==> config.mk <==
export PLATFORM = sky130hd
export DESIGN_NAME = morph_stream_kxk_flat
export DESIGN_NICKNAME = d
export VERILOG_FILES = /design/src/rtl/morph_stream_kxk_if.sv /design/src/rtl/morph_stream_kxk.sv /design/src/flat_wrapper.sv
export SDC_FILE = /design/constraint.sdc
export NUM_CORES = 2
export LEC_CHECK = 0
export CORE_MARGIN = 2
export CORE_UTILIZATION = 40
export CTS_CLUSTER_DIAMETER = 30
export CTS_CLUSTER_SIZE = 25
export DETAILED_ROUTE_END_ITERATION = 7
export SYNTH_ARGS = -nofsm -noshare
export SYNTH_HDL_FRONTEND = slang
export SYNTH_SLANG_ARGS = --single-unit
==> constraint.sdc <==
create_clock -name clk -period 19.6 [get_ports clk]
set_input_delay 5.88 -clock clk [delete_from_list [all_inputs] [get_ports clk]]
set_output_delay 5.88 -clock clk [all_outputs]
set_load 0.02 [all_outputs]
==> src/rtl/morph_stream_kxk_if.sv <==
// Pixel-stream bundle for morph_stream_kxk: input beats (with mode/SOF) and
// valid-only result beats carrying SOF/EOF framing.
interface morph_stream_kxk_if #(
  parameter int DATA_W = 8
);
  logic              mode;
  logic              in_valid;
  logic [DATA_W-1:0] in_data;
  logic              in_sof;
  logic              out_valid;
  logic [DATA_W-1:0] out_data;
  logic              out_sof;
  logic              out_eof;

  modport master (
    output mode, in_valid, in_data, in_sof,
    input  out_valid, out_data, out_sof, out_eof
  );

  modport slave (
    input  mode, in_valid, in_data, in_sof,
    output out_valid, out_data, out_sof, out_eof
  );
endinterface

==> src/rtl/morph_stream_kxk.sv <==
// Streaming KxK grey-scale dilate/erode: K-1 line buffers feed a KxK window,
// reduced by a balanced max/min tree into a registered, valid-only output.
module morph_stream_kxk #(
  parameter int DATA_W = 8,
  parameter int IMG_W  = 64,
  parameter int IMG_H  = 64,
  parameter int K      = 5
) (
  input logic               clk,
  input logic               rst,
  morph_stream_kxk_if.slave bus
);
  localparam int CW  = $clog2(IMG_W);
  localparam int RW  = $clog2(IMG_H);
  localparam int N   = K * K;
  localparam int P   = 1 << $clog2(N);

  logic              accept;
  logic [CW-1:0]     cur_col, col_q, col_d;
  logic [RW-1:0]     cur_row, row_q, row_d;
  logic              qual, at_first, at_last;
  logic              mode_q;
  logic [DATA_W-1:0] lb_rd  [K-1];
  logic [DATA_W-1:0] column [K];
  logic [DATA_W-1:0] win_q  [K][K];
  logic [DATA_W-1:0] red;
  logic              v1_q, sof1_q, eof1_q;
  logic              out_valid_q, out_sof_q, out_eof_q;
  logic [DATA_W-1:0] out_data_q;

  // An SOF beat is always treated as position (0,0), whatever the counters say.
  always_comb begin
    accept   = bus.in_valid;
    cur_col  = bus.in_sof ? '0 : col_q;
    cur_row  = bus.in_sof ? '0 : row_q;
    col_d    = col_q;
    row_d    = row_q;
    if (accept) begin
      if (cur_col == CW'(IMG_W - 1)) begin
        col_d = '0;
        row_d = (cur_row == RW'(IMG_H - 1)) ? '0 : cur_row + 1'b1;
      end else begin
        col_d = cur_col + 1'b1;
        row_d = cur_row;
      end
    end
    qual     = accept && (cur_row >= RW'(K - 1)) && (cur_col >= CW'(K - 1));
    at_first = (cur_row == RW'(K - 1)) && (cur_col == CW'(K - 1));
    at_last  = (cur_row == RW'(IMG_H - 1)) && (cur_col == CW'(IMG_W - 1));
  end

  // Buffer 0 holds the previous line; each deeper buffer takes the line its
  // neighbour is evicting. Asynchronous read gives read-before-write per beat.
  for (genvar gi = 0; gi < K - 1; gi++) begin : g_lb
    logic [DATA_W-1:0] mem [IMG_W];
    logic [DATA_W-1:0] wr_data;
    if (gi == 0) begin : g_head
      assign wr_data = bus.in_data;
    end else begin : g_tail
      assign wr_data = lb_rd[gi-1];
    end
    assign lb_rd[gi] = mem[cur_col];
    always_ff @(posedge clk) begin
      if (accept) mem[cur_col] <= wr_data;
    end
  end

  // Window row 0 is the oldest line, row K-1 the incoming one.
  for (genvar gi = 0; gi < K - 1; gi++) begin : g_col
    assign column[gi] = lb_rd[K-2-gi];
  end
  assign column[K-1] = bus.in_data;

  always_ff @(posedge clk) begin
    if (accept) begin
      for (int r = 0; r < K; r++) begin
        for (int c = 0; c < K - 1; c++) win_q[r][c] <= win_q[r][c+1];
        win_q[r][K-1] <= column[r];
      end
    end
  end

  // Pairwise halving tree; padding leaves repeat a real pixel so they are
  // neutral for both max and min.
  always_comb begin : reduce_tree
    logic [DATA_W-1:0] lvl [P];
    for (int i = 0; i < P; i++) lvl[i] = (i < N) ? win_q[i / K][i % K] : win_q[0][0];
    for (int s = P / 2; s >= 1; s = s / 2) begin
      for (int i = 0; i < s; i++) begin
        if (mode_q) lvl[i] = (lvl[2*i+1] < lvl[2*i]) ? lvl[2*i+1] : lvl[2*i];
        else        lvl[i] = (lvl[2*i+1] > lvl[2*i]) ? lvl[2*i+1] : lvl[2*i];
      end
    end
    red = lvl[0];
  end

  always_ff @(posedge clk) begin
    if (rst) begin
      col_q       <= '0;
      row_q       <= '0;
      mode_q      <= 1'b0;
      v1_q        <= 1'b0;
      sof1_q      <= 1'b0;
      eof1_q      <= 1'b0;
      out_valid_q <= 1'b0;
      out_sof_q   <= 1'b0;
      out_eof_q   <= 1'b0;
      out_data_q  <= '0;
    end else begin
      col_q       <= col_d;
      row_q       <= row_d;
      if (accept && bus.in_sof) mode_q <= bus.mode;
      v1_q        <= qual;
      sof1_q      <= qual && at_first;
      eof1_q      <= qual && at_last;
      out_valid_q <= v1_q;
      out_sof_q   <= sof1_q;
      out_eof_q   <= eof1_q;
      if (v1_q) out_data_q <= red;
    end
  end

  assign bus.out_valid = out_valid_q;
  assign bus.out_data  = out_data_q;
  assign bus.out_sof   = out_sof_q;
  assign bus.out_eof   = out_eof_q;
endmodule

==> src/flat_wrapper.sv <==
// flat-port wrapper written by rule: the top's interface ports become plain ports
module morph_stream_kxk_flat 
#(
  parameter int DATA_W = 8,
  parameter int IMG_W  = 64,
  parameter int IMG_H  = 64,
  parameter int K      = 5
)
  (clk, rst, bus_mode, bus_in_valid, bus_in_data, bus_in_sof, bus_out_valid, bus_out_data, bus_out_sof, bus_out_eof);
  morph_stream_kxk_if #(.DATA_W(DATA_W)) bus_i ();
  input logic clk;
  input logic rst;
  input wire logic [$bits(bus_i.mode)-1:0] bus_mode;
  input wire logic [$bits(bus_i.in_valid)-1:0] bus_in_valid;
  input wire logic [$bits(bus_i.in_data)-1:0] bus_in_data;
  input wire logic [$bits(bus_i.in_sof)-1:0] bus_in_sof;
  output wire logic [$bits(bus_i.out_valid)-1:0] bus_out_valid;
  output wire logic [$bits(bus_i.out_data)-1:0] bus_out_data;
  output wire logic [$bits(bus_i.out_sof)-1:0] bus_out_sof;
  output wire logic [$bits(bus_i.out_eof)-1:0] bus_out_eof;
  assign bus_i.mode = bus_mode;
  assign bus_i.in_valid = bus_in_valid;
  assign bus_i.in_data = bus_in_data;
  assign bus_i.in_sof = bus_in_sof;
  assign bus_out_valid = bus_i.out_valid;
  assign bus_out_data = bus_i.out_data;
  assign bus_out_sof = bus_i.out_sof;
  assign bus_out_eof = bus_i.out_eof;
  morph_stream_kxk #(.DATA_W(DATA_W), .IMG_W(IMG_W), .IMG_H(IMG_H), .K(K)) u_core (.clk(clk), .rst(rst), .bus(bus_i));
endmodule
## After elaboration in Yosys (flattened, before gate mapping)

Memory sizes are Yosys's and may differ from the RTL's.
Cells that the tools add are included.

| storage, ports and cells | value |
|---|---|
| memory bits (writable) | 2248 |
| bits in registers | 27 |
| memories | 5 |
| logic and storage cells | 172 |
| input bits | 13 |
| output and inout bits | 11 |

Memories:

| name | words | width | rd ports | clocked after memory_dff | write ports | line | RTL |
|---|---|---|---|---|---|---|---|
| u_core.g_lb[0].mem | 64 | 8 | 1 | 0 | 1 | morph_stream_kxk.sv:55 | `logic [DATA_W-1:0] mem [IMG_W];` |
| u_core.g_lb[1].mem | 64 | 8 | 1 | 0 | 1 | morph_stream_kxk.sv:55 |  |
| u_core.g_lb[2].mem | 64 | 8 | 1 | 0 | 1 | morph_stream_kxk.sv:55 |  |
| u_core.g_lb[3].mem | 64 | 8 | 1 | 0 | 1 | morph_stream_kxk.sv:55 |  |
| u_core.win_q | 5 | 40 | 5 | 0 | 5 | morph_stream_kxk.sv:25 | `logic [DATA_W-1:0] win_q [K][K];` |

| cells by class | value |
|---|---|
| reduce and logical (&&, ||, !) cells | 7 |
| multiplexer cells | 88 |
| $lt $le $gt $ge | 56 |
| add/sub/neg operators | 2 |
| eq/ne operators | 4 |

Operators by type and width:

| operator | number |
|---|---|
| two-way mux 8 bit | 81 |
| > comparator 8 bit | 27 |
| less-than comparator 8 bit | 27 |
| two-way mux 6 bit | 5 |
| adder 6 x 1 -> 6 bit (second input constant) | 2 |
| == test 6 x 3 -> 1 bit (second input constant) | 2 |
| == test 6 bit (second input constant) | 2 |
| greater-or-equal comparator 6 x 3 -> 1 bit (second input constant) | 2 |
| logical AND 1 bit | 7 |
| two-way mux 1 bit | 2 |

## Logic depth before layout (Yosys ltp)

An unclocked memory read counts as a cell.

| logic depth | value |
|---|---|
| word-level depth | 16 |
| depth in mapped cells | 56 |
| depth with buffers taken out | 51 |

## Worst setup path before layout

OpenSTA, ideal clock, no wires.

| timing | value |
|---|---|
| kind | input to register |
| start point | input bus_in_sof |
| end point | memory u_core.g_lb[3].mem[0][7] (data pin) |
| arrival time | 10.563 ns |
| stages on the path | 14 |
| setup time | 0.709 ns |
| setup slack | 8.328 ns |
| path buffers | 5 |
| data required time | 18.891 ns |
| cells stage by stage | clkbuf_1 -> inv_1 -> buf_2 -> nand2_1 -> nor3_1 -> clkbuf_1 -> clkbuf_1 -> buf_1 -> a21oi_1 -> a21oi_1 -> a21oi_1 -> nor2_1 -> a221oi_1 -> o21ai_0 |

RTL lines:

| element | line | RTL |
|---|---|---|
| from (decl) | flat_wrapper.sv:16 | `input wire logic [$bits(bus_i.in_sof)-1:0] bus_in_sof;` |
| to (decl) | morph_stream_kxk.sv:55 |  |

==> impl_metrics.yaml <==
clocking:
  tritoncts: "yes"
  cts_buffers: 430
  clockRootBuffer: "clkbuf_16"
  path_clk_slew_ps: 40
  postCtsSetupBuffers: 0
  clkSinkCount: 2275
  insertion_delay_ps: 1000
  post_cts_resize_count: 0
  postCtsHoldBufs: 0
  clockBufferDepth: 4
  h-tree-depth: 5
finish:
  fillers: 18825
  diodes: 0
  layout_commonest_cell: "edfxtp_1"
  fin_util_pct: 48.7
  drive_above_1_share_pct: 16.5
  fin_cells: 9341
  fin_area_um2: 110000
  finalNetCount: 6238
  final_cell_mix: "edfxtp_1 (2,248), clkbuf_16 (430), nand2_1 (370)"
  area.growth.synth_to_final_pct: 20.8
worst_setup_path:
  reg2reg_slack_ps: 6620
  crit_required_ps: 20400
  end_kind: "flop"
  arrival_ps: 13780
  rr_endpoint: "u_core.bus.out_data[5]$_SDFFE_PP0P_"
  crit_fanout: 12
  r2r_start: "u_core.win_q[0][32]$_DFFE_PP_"
  slowest_delay_ps: 660
  cp_slowest_cell: "nor2_1"
  ff2ff_path_depth: 49
  path_class: "flop to flop"
  cp-start-kind: "flop"
floorplan:
  dieHeight_um: 480
  die_x_um: 480
  core-area_um2: 225000
  initial_utilization_pct: 40.3
  rows: 174
  dieArea_um2: 231000
  pin_count: 24
placement:
  dpl-instance-area_um2: 95600
  gp_congestion: 0.877
  place_ws_ps: 6930
  dp_hpwl_mm: 158
  numPortBuffers: 23
  place_inst: 8570
status:
  status: "finished, violations left"
  violations: "DRC"
min_path:
  holdPathEnd: "u_core.win_q[0][16]$_DFFE_PP_"
  hp-class: "flop to flop"
  hold_start: "u_core.win_q[0][8]$_DFFE_PP_"
  min_path_cells: 0
synth:
  seq_area_frac_synth_pct: 75.0
  syn_avg_cell_area_um2: 16.0
  syn_area_um2: 90700
  synth_edf_count: 2248
  synthCells: 5684
  ys_warn_count: 0
  yosys.cell_types.count: 99
  async_flop_share_pct: 0
  synth_top_flop_cell: "edfxtp_1"
  synth-seq-cells: 2275
  synthesis.nets: 5912
pwr:
  p_per_area_nw_per_um2: 127
  p_clk_share_pct: 50.9
  combPwrFrac_pct: 9.7
  p_sw_share_pct: 23.8
  p_sw_mw: 3.32
  leakage_nw: 36.9
  internal-power_mw: 10.6
  finalPower_mw: 14.0
  seqPwrFrac_pct: 39.4
  ir_drop_v: 0.0000952
global_route:
  antenna_found_initial: 7
  grt_pass1_wl_mm: 411
  grt_max_degree: 93
  overflow: 0
  grt_pass1_vias: 55793
  grtUsageTotal_pct: 24.9
timing:
  slew_headroom_pct: 7.48
  min_period_ps: 12980
  tns_ps: 0
  tightest_slew_ps: 1390
  max_freq_mhz: 77.1
  finalClockSkew_ps: 139
  slew_viol_final: 0
  worst_slack_ps: 6620
  whs_ps: 449
  grt_setup_unrepaired: "false"
  timing.final.crit_share_pct: 66.2
  finalHoldViolations: 0
  finalSetupViolations: 0
routing:
  via_per_inst: 6.14
  drc: 3
  drt_iter0_drc: 8525
  via_count: 57309
  wl_per_cell_um: 31.4
  drtAntennaViolNets: 0
  drt_wl_total_mm: 294
  dr.pass1.iters: 8
flow_run:
  cap_violations: 0
[synth_stat cells, drive strengths merged (70+ instances only)]
cell type	n	area, um^2
a21oi	297	1510
a221oi	151	1320
a222oi	167	1670
a22oi	331	2480
buf	110	499
clkbuf	194	742
edfxtp	2248	67500
ha	215	2690
inv	184	691
mux2i	269	2730
nand2	381	1430
nand3	99	495
nor2	203	762
o21ai	198	991
o22ai	70	438
[critical path, delay by kind of cell, from the launching register on]
kind	cells	cell delay, ps
compound gates	23	4900
simple gates	15	3840
mux	3	1500
fa+ha+maj	5	1320
buf+inv	3	910
flops	1	440
[logic make-up (layout without fill, tap and decap cells)]
| family | after synthesis | in the layout | synth area share, % |
|---|---|---|---|
| adder cells (fa/ha/maj) | 215 | 215 | 2.97 |
| AO/OA/AOI/OAI | 1472 | 1472 | 11.7 |
| AND/OR/NAND/NOR | 918 | 918 | 4.61 |
| buffers and inverters | 492 | 1157 | 2.15 |
| XOR/XNOR | 2 | 2 | 0.0193 |
| multiplexers | 310 | 310 | 3.59 |
| flip-flops | 2275 | 2275 | 75.0 |
[registers in the layout (all words and copies together), names as in the netlist, 6 cells and up]
register	flops
u_core.row_q	6
u_core.col_q	6
u_core.g_lb.mem	2048
u_core.win_q	200
u_core.bus.out_data	8
[power groups by stage]
stage | Combinational [mW] | Sequential, mW | Clock, mW
after floorplan | 0.929 | 5.58 | 0
after global placement | 1.31 | 5.59 | 0
after detailed placement | 1.33 | 5.59 | 0
after CTS | 1.34 | 5.50 | 7.15
after global routing | 1.48 | 5.50 | 7.38
final | 1.36 | 5.50 | 7.09
[cell type report]
type | count | area [um^2] | share of cell area, %
multi-input cells | 2917 | 21400 | 19.5
inverters | 187 | 707 | 0.645
clock inverters | 296 | 3070 | 2.80
repair buffers | 199 | 1690 | 1.54
clock buffers | 475 | 10900 | 9.98
flip-flops and latches | 2275 | 68100 | 62.1
well taps | 2992 | 3740 | 3.42
[routing by layer]
| metal | share of wire [%] | GRT usage (%) |
|---|---|---|
| met5 | 0 | 0 |
| met4 | 4.9 | 11.7 |
| met3 | 11 | 5.33 |
| met2 | 46 | 39.0 |
| met1 | 38 | 33.0 |
[worst max path at each step]
stage / start / to / slack, ps
global placement: u_core.win_q[0][33]$_DFFE_PP_ / u_core.bus.out_data[6]$_SDFFE_PP0P_ / 7030
CTS: u_core.win_q[0][33]$_DFFE_PP_ / u_core.bus.out_data[5]$_SDFFE_PP0P_ / 6860
floorplan: bus_in_sof / u_core.g_lb[3].mem[0][7]$_DFFE_PP_ / 8330
finish: u_core.win_q[0][32]$_DFFE_PP_ / u_core.bus.out_data[5]$_SDFFE_PP0P_ / 6620
global route: u_core.win_q[0][35]$_DFFE_PP_ / u_core.bus.out_data[5]$_SDFFE_PP0P_ / 5720
detailed placement: u_core.win_q[0][35]$_DFFE_PP_ / u_core.bus.out_data[5]$_SDFFE_PP0P_ / 6930
Note: power is estimated with default switching activity, not from simulation.
